**config.mk**
```make
export PLATFORM = sky130hd
export DESIGN_NAME = lsu
export DESIGN_NICKNAME = d
export VERILOG_FILES = /design/src/rtl/soc_pkg.sv /design/src/rtl/lsu_align.sv /design/src/rtl/lsu.sv
export SDC_FILE = /design/constraint.sdc
export NUM_CORES = 1
export LEC_CHECK = 0
export ABC_AREA = 1
export BUFFER_PORTS_ARGS = -buffer_cell sky130_fd_sc_hd__buf_2
export CAP_MARGIN = 10
export CORE_ASPECT_RATIO = 0.75
export CORE_MARGIN = 4
export CORE_UTILIZATION = 54
export CTS_CLUSTER_SIZE = 30
export DETAILED_ROUTE_END_ITERATION = 16
export HOLD_SLACK_MARGIN = 0.1
export PLACE_DENSITY = 0.95
export SLEW_MARGIN = 20
export SYNTH_ARGS = -nofsm -noshare
export SYNTH_HDL_FRONTEND = slang
export SYNTH_SLANG_ARGS = --single-unit
```
**constraint.sdc**
```tcl
create_clock -name clock -period 3.82 [get_ports clock]
set_input_delay 0.382 -clock clock [delete_from_list [all_inputs] [get_ports clock]]
set_output_delay 0.382 -clock clock [all_outputs]
set_load 0.02 [all_outputs]
```
**src/rtl/soc_pkg.sv**
```systemverilog
// Shared SoC definitions: RV32 opcode/funct3 constants plus the LSU state and
// access-size encodings.
package soc_pkg;

  localparam logic [6:0] OPC_LOAD  = 7'b0000011;
  localparam logic [6:0] OPC_STORE = 7'b0100011;

  localparam logic [2:0] F3_LB  = 3'b000;
  localparam logic [2:0] F3_LH  = 3'b001;
  localparam logic [2:0] F3_LW  = 3'b010;
  localparam logic [2:0] F3_LBU = 3'b100;
  localparam logic [2:0] F3_LHU = 3'b101;
  localparam logic [2:0] F3_SB  = 3'b000;
  localparam logic [2:0] F3_SH  = 3'b001;
  localparam logic [2:0] F3_SW  = 3'b010;

  typedef enum logic [1:0] {
    LSU_IDLE = 2'd0,
    LSU_REQ  = 2'd1,
    LSU_WAIT = 2'd2,
    LSU_DONE = 2'd3
  } lsu_state_e;

  typedef enum logic [1:0] {
    MEM_BYTE = 2'b00,
    MEM_HALF = 2'b01,
    MEM_WORD = 2'b10,
    MEM_ILL  = 2'b11
  } mem_size_e;

  // Illegal size encoding, or an access that is not naturally aligned.
  function automatic logic lsu_illegal(input logic [1:0] size, input logic [1:0] off);
    case (mem_size_e'(size))
      MEM_BYTE: return 1'b0;
      MEM_HALF: return off[0];
      MEM_WORD: return off != 2'b00;
      default:  return 1'b1;
    endcase
  endfunction

endpackage

```
**src/rtl/lsu_align.sv**
```systemverilog
// Byte-lane steering: shifts store data/strobes into place and extracts and
// extends the addressed lane of a load word.
module lsu_align
  import soc_pkg::*;
#(
  parameter int WORD_W = 32,
  parameter int STRB_W = WORD_W/8
) (
  input  logic [1:0]        off,
  input  logic [1:0]        size,
  input  logic              is_sign,
  input  logic [WORD_W-1:0] st_data,
  input  logic [WORD_W-1:0] ld_raw,
  output logic [WORD_W-1:0] st_shifted,
  output logic [STRB_W-1:0] st_strb,
  output logic [WORD_W-1:0] ld_ext
);

  logic [STRB_W-1:0] mask;
  logic [WORD_W-1:0] ld_sh;

  always_comb begin
    st_shifted = st_data << {off, 3'b000};
    ld_sh      = ld_raw >> {off, 3'b000};
    case (mem_size_e'(size))
      MEM_BYTE: begin
        mask   = STRB_W'(1);
        ld_ext = {{(WORD_W-8){is_sign & ld_sh[7]}}, ld_sh[7:0]};
      end
      MEM_HALF: begin
        mask   = STRB_W'(3);
        ld_ext = {{(WORD_W-16){is_sign & ld_sh[15]}}, ld_sh[15:0]};
      end
      default: begin
        mask   = '1;
        ld_ext = ld_sh;
      end
    endcase
    st_strb = mask << off;
  end

endmodule

```
**src/rtl/lsu.sv**
```systemverilog
// Load/store unit: one memory operation at a time over a valid/ready request
// channel and a valid-only response channel.
module lsu
  import soc_pkg::*;
#(
  parameter int WORD_W = 32,
  parameter int STRB_W = WORD_W/8
) (
  input  logic              clock,
  input  logic              reset,
  input  logic              start,
  input  logic              is_store,
  input  logic [WORD_W-1:0] addr,
  input  logic [WORD_W-1:0] wdata,
  input  logic [1:0]        mem_size,
  input  logic              is_mem_sign,
  output logic              busy,
  output logic              done,
  output logic [WORD_W-1:0] rdata,
  output logic              misaligned,
  output logic              dmem_req_valid,
  input  logic              dmem_req_ready,
  output logic              dmem_req_we,
  output logic [WORD_W-1:0] dmem_req_addr,
  output logic [WORD_W-1:0] dmem_req_wdata,
  output logic [STRB_W-1:0] dmem_req_wstrb,
  input  logic              dmem_resp_valid,
  input  logic [WORD_W-1:0] dmem_resp_data
);

  lsu_state_e        state;
  logic [1:0]        op_off, op_size;
  logic              op_sign;
  logic [1:0]        al_off, al_size;
  logic              al_sign;
  logic [WORD_W-1:0] st_shifted, ld_ext;
  logic [STRB_W-1:0] st_strb;

  // One aligner serves both directions: live operands in IDLE build the
  // request, latched operands in WAIT steer the response.
  always_comb begin
    al_off  = op_off;
    al_size = op_size;
    al_sign = op_sign;
    if (state == LSU_IDLE) begin
      al_off  = addr[1:0];
      al_size = mem_size;
      al_sign = is_mem_sign;
    end
  end

  lsu_align #(.WORD_W(WORD_W), .STRB_W(STRB_W)) u_align (
    .off        (al_off),
    .size       (al_size),
    .is_sign    (al_sign),
    .st_data    (wdata),
    .ld_raw     (dmem_resp_data),
    .st_shifted (st_shifted),
    .st_strb    (st_strb),
    .ld_ext     (ld_ext)
  );

  always_ff @(posedge clock or negedge reset) begin
    if (!reset) begin
      state          <= LSU_IDLE;
      op_off         <= '0;
      op_size        <= '0;
      op_sign        <= 1'b0;
      busy           <= 1'b0;
      done           <= 1'b0;
      misaligned     <= 1'b0;
      rdata          <= '0;
      dmem_req_valid <= 1'b0;
      dmem_req_we    <= 1'b0;
      dmem_req_addr  <= '0;
      dmem_req_wdata <= '0;
      dmem_req_wstrb <= '0;
    end else begin
      done <= 1'b0;
      case (state)
        LSU_IDLE: if (start) begin
          op_off  <= addr[1:0];
          op_size <= mem_size;
          op_sign <= is_mem_sign;
          busy    <= 1'b1;
          if (lsu_illegal(mem_size, addr[1:0])) begin
            state      <= LSU_DONE;
            done       <= 1'b1;
            misaligned <= 1'b1;
          end else begin
            state          <= LSU_REQ;
            dmem_req_valid <= 1'b1;
            dmem_req_we    <= is_store;
            dmem_req_addr  <= {addr[WORD_W-1:2], 2'b00};
            dmem_req_wdata <= st_shifted;
            dmem_req_wstrb <= st_strb;
          end
        end
        LSU_REQ: if (dmem_req_ready) begin
          dmem_req_valid <= 1'b0;
          if (dmem_req_we) begin
            state      <= LSU_DONE;
            done       <= 1'b1;
            misaligned <= 1'b0;
          end else begin
            state <= LSU_WAIT;
          end
        end
        LSU_WAIT: if (dmem_resp_valid) begin
          rdata      <= ld_ext;
          state      <= LSU_DONE;
          done       <= 1'b1;
          misaligned <= 1'b0;
        end
        default: begin
          state <= LSU_IDLE;
          busy  <= 1'b0;
        end
      endcase
    end
  end

endmodule

```
==> metrics <==
result of the run=finished, final reports clean; Critical Path End Type=flop; pin count of the biggest net entering global routing=82; DR vias=5864; via-per-instance ratio=5.29; static leakage=0.00408 uW; post-CTS setup buffer count=0; Chip Height=97.3 um; data arrival time of the critical path=3260 ps; share of total power consumed by net switching=49.6%; GP Congestion=0.946; overall power consumption=6580 uW; count of final setup violators=0; # resized after CTS=0; relative contribution of combinational cells to total power=55.4%; initial cell density of the core=55.6%; Synthesis Warnings=0; count of port buffers added during placement=207; worst-case headroom to the max-slew limit=33.7%; Hold/Removal Path Class=in -> async; number of buffers on the longest clock path=2; Worst setup startpoint=state[0]; die span in x=127 um; antenna fix cells=0; highest-count cells in the layout ignoring fill and taps=297 x nand2_1, 206 x buf_2, 110 x dfrtp_1; # DRC=0; clock tree root buffer cell=clkbuf_16; Worst-Margin Slew=989 ps; final worst path period need=2970 ps; final worst clock skew=9.15 ps; part of the Yosys area used for sequential elements=47.9%; required time of the critical path=4110 ps; pwr/cell area=928 nW/um^2; placed wire-length estimate after detailed placement=12100 um; clock-pin slew reported for the worst setup and hold paths after clock tree synthesis=80 ps; max frequency=337 MHz; count of clock tree sinks=110; first drt pass iteration count=6; maximum fanout encountered on the critical timing path=19; maximum vdd ir drop=0.609 mV; CTS tree=done; total die area=12400 sq um; P&R area growth vs syn=23.4%; Setup Total Neg Slack=0 ps; power share of the sequential group=30.5%; launching element type of the critical path=flop; via count of the first global-routing pass=5370; share of post-route cells with drive strength above 1=26.9%; number of placement rows=32; critical path type=reg -> reg; initial antenna violation count=0; Syn Std Cell Area=5750 sq um; area of the placeable core=10300 sq um; total gr overflow=0; number of different library cells in the post-synthesis netlist=25; first-pass GRT wire length=27000 um; count of filler cells inserted in the layout=864; routed wire length=16500 um; Final Max Slew Viols=0; Critical R2R Launch=state[0]; max-capacitance violation count=0; boundary pin count=210; average cell area after synthesis=7.31 sq um; endpoints failing hold=0; H-tree levels=3; commonest non-fill, non-tap cell in the layout=nand2_1; Internal=3320 uW; flip-flop and latch count after synthesis=110; number of hold buffers added after CTS=0; Final Cycle Share=77.7%; CTS Buf Count=9; net switching component of the power=3270 uW; Clk network pwr share=14.1%; nets=1077; RSZ-0062 raised after global routing=false; Routed WL per cell=14.9 um; antenna-violating nets left=0; Sequential cell area=2750 sq um; post-synthesis instance total=786; aggregate global-route resource usage=26.6%; area of the multi-input gates=2490 sq um; number of violations reported at the end of detailed-routing iteration 0=690; clock latency on the worst-skew pair=350 ps
==> logic make-up after synthesis <==
kind of cell | share of synthesized area (%)
AO/OA/AOI/OAI | 11.6
adder cells (fa/ha/maj) | 0.871
buffers and inverters | 8.90
flip-flops | 47.9
other | 0.0653
AND/OR/NAND/NOR | 30.7
==> cell usage after synthesis, drive strengths merged <==
library cell    n  area (sq um)
buf            27           166
o21ai          81           417
a21oi          38           190
clkbuf         17          63.8
dfrtp         110          2750
ha              4          50.1
clkinv          1          3.75
conb            1          3.75
a21boi          1          7.51
a31oi           8          50.1
nand3          70           360
inv            74           278
or2            20           125
nand2         301          1140
nor2           33           134
==> routing by layer <==
metal  part of all wire, %  GRT usage [%]  vias to the layer above
met4                   2.0           7.34                        0
met1                    43           39.2                     2649
met3                    10           4.89                       36
met2                    45           40.4                      353
li1                      -              -                     2826
met5                     0              0                        -
==> registers in the layout (all words and copies together), names as in the netlist, 2 cells and up <==
register,cells
dmem_req_wstrb,4
state,2
op_size,2
op_off,2
rdata,32
dmem_req_wdata,32
dmem_req_addr,30
==> power groups by stage <==
stage	Sequential, uW	Combinational (uW)	Clock [uW]
4_1_cts	2000	3620	953
3_3_place_gp	1990	3530	0
3_5_place_dp	2010	3600	0
2_1_floorplan	2590	1970	0
5_1_grt	2070	4060	1000
6_report	2010	3650	929
==> worst paths after layout <==
kind	slack (ps)	depth (start not counted)	endpoint
worst max-delay path	850	11	rdata[31]
worst min-delay path	60	1	rdata[18]
min in group clock	230	3	dmem_req_addr[19]
max in group asynchronous	2910	2	dmem_req_addr[11]
worst min register to register	470	2	dmem_req_addr[9]
worst max register to register	850	11	rdata[31]
==> through the flow <==
| step | instance area (sq um) | util (%) | cells | hold slack (ps) | setup slack, ps |
|---|---|---|---|---|---|
| 2_1_floorplan | 5750 | - | 787 | 86.4 | 1990 |
| 3_3_place_gp | 6790 | 65.7 | 1093 | 448 | 1090 |
| 3_5_place_dp | 6790 | 65.7 | 1093 | 454 | 934 |
| 4_1_cts | 7090 | 68.6 | 1109 | 220 | 922 |
| 5_1_grt | 7090 | 68.7 | 1109 | 128 | 595 |
| 6_report | 7090 | 68.7 | 1109 | 55.5 | 853 |
==> worst max-delay path, stage by stage (launching register included) <==
cell,delay (ps)
dfrtp_1,410
inv_1,110
ha_1,540
inv_2,200
nand2_1,100
nand2_1,330
buf_4,350
o21ai_0,140
nand3_2,370
nand3_1,240
nand2_1,70
inv_1,50
==> layout make-up <==
class,instances,share of cell area (%)
clock buffers,9,3.17
clock inverters,7,1.09
inverters,75,3.99
multi-input cells,558,35.1
flip-flops and latches,110,38.8
well taps,136,2.40
repair buffers,214,15.4
Power figures use the tool's default switching activity.
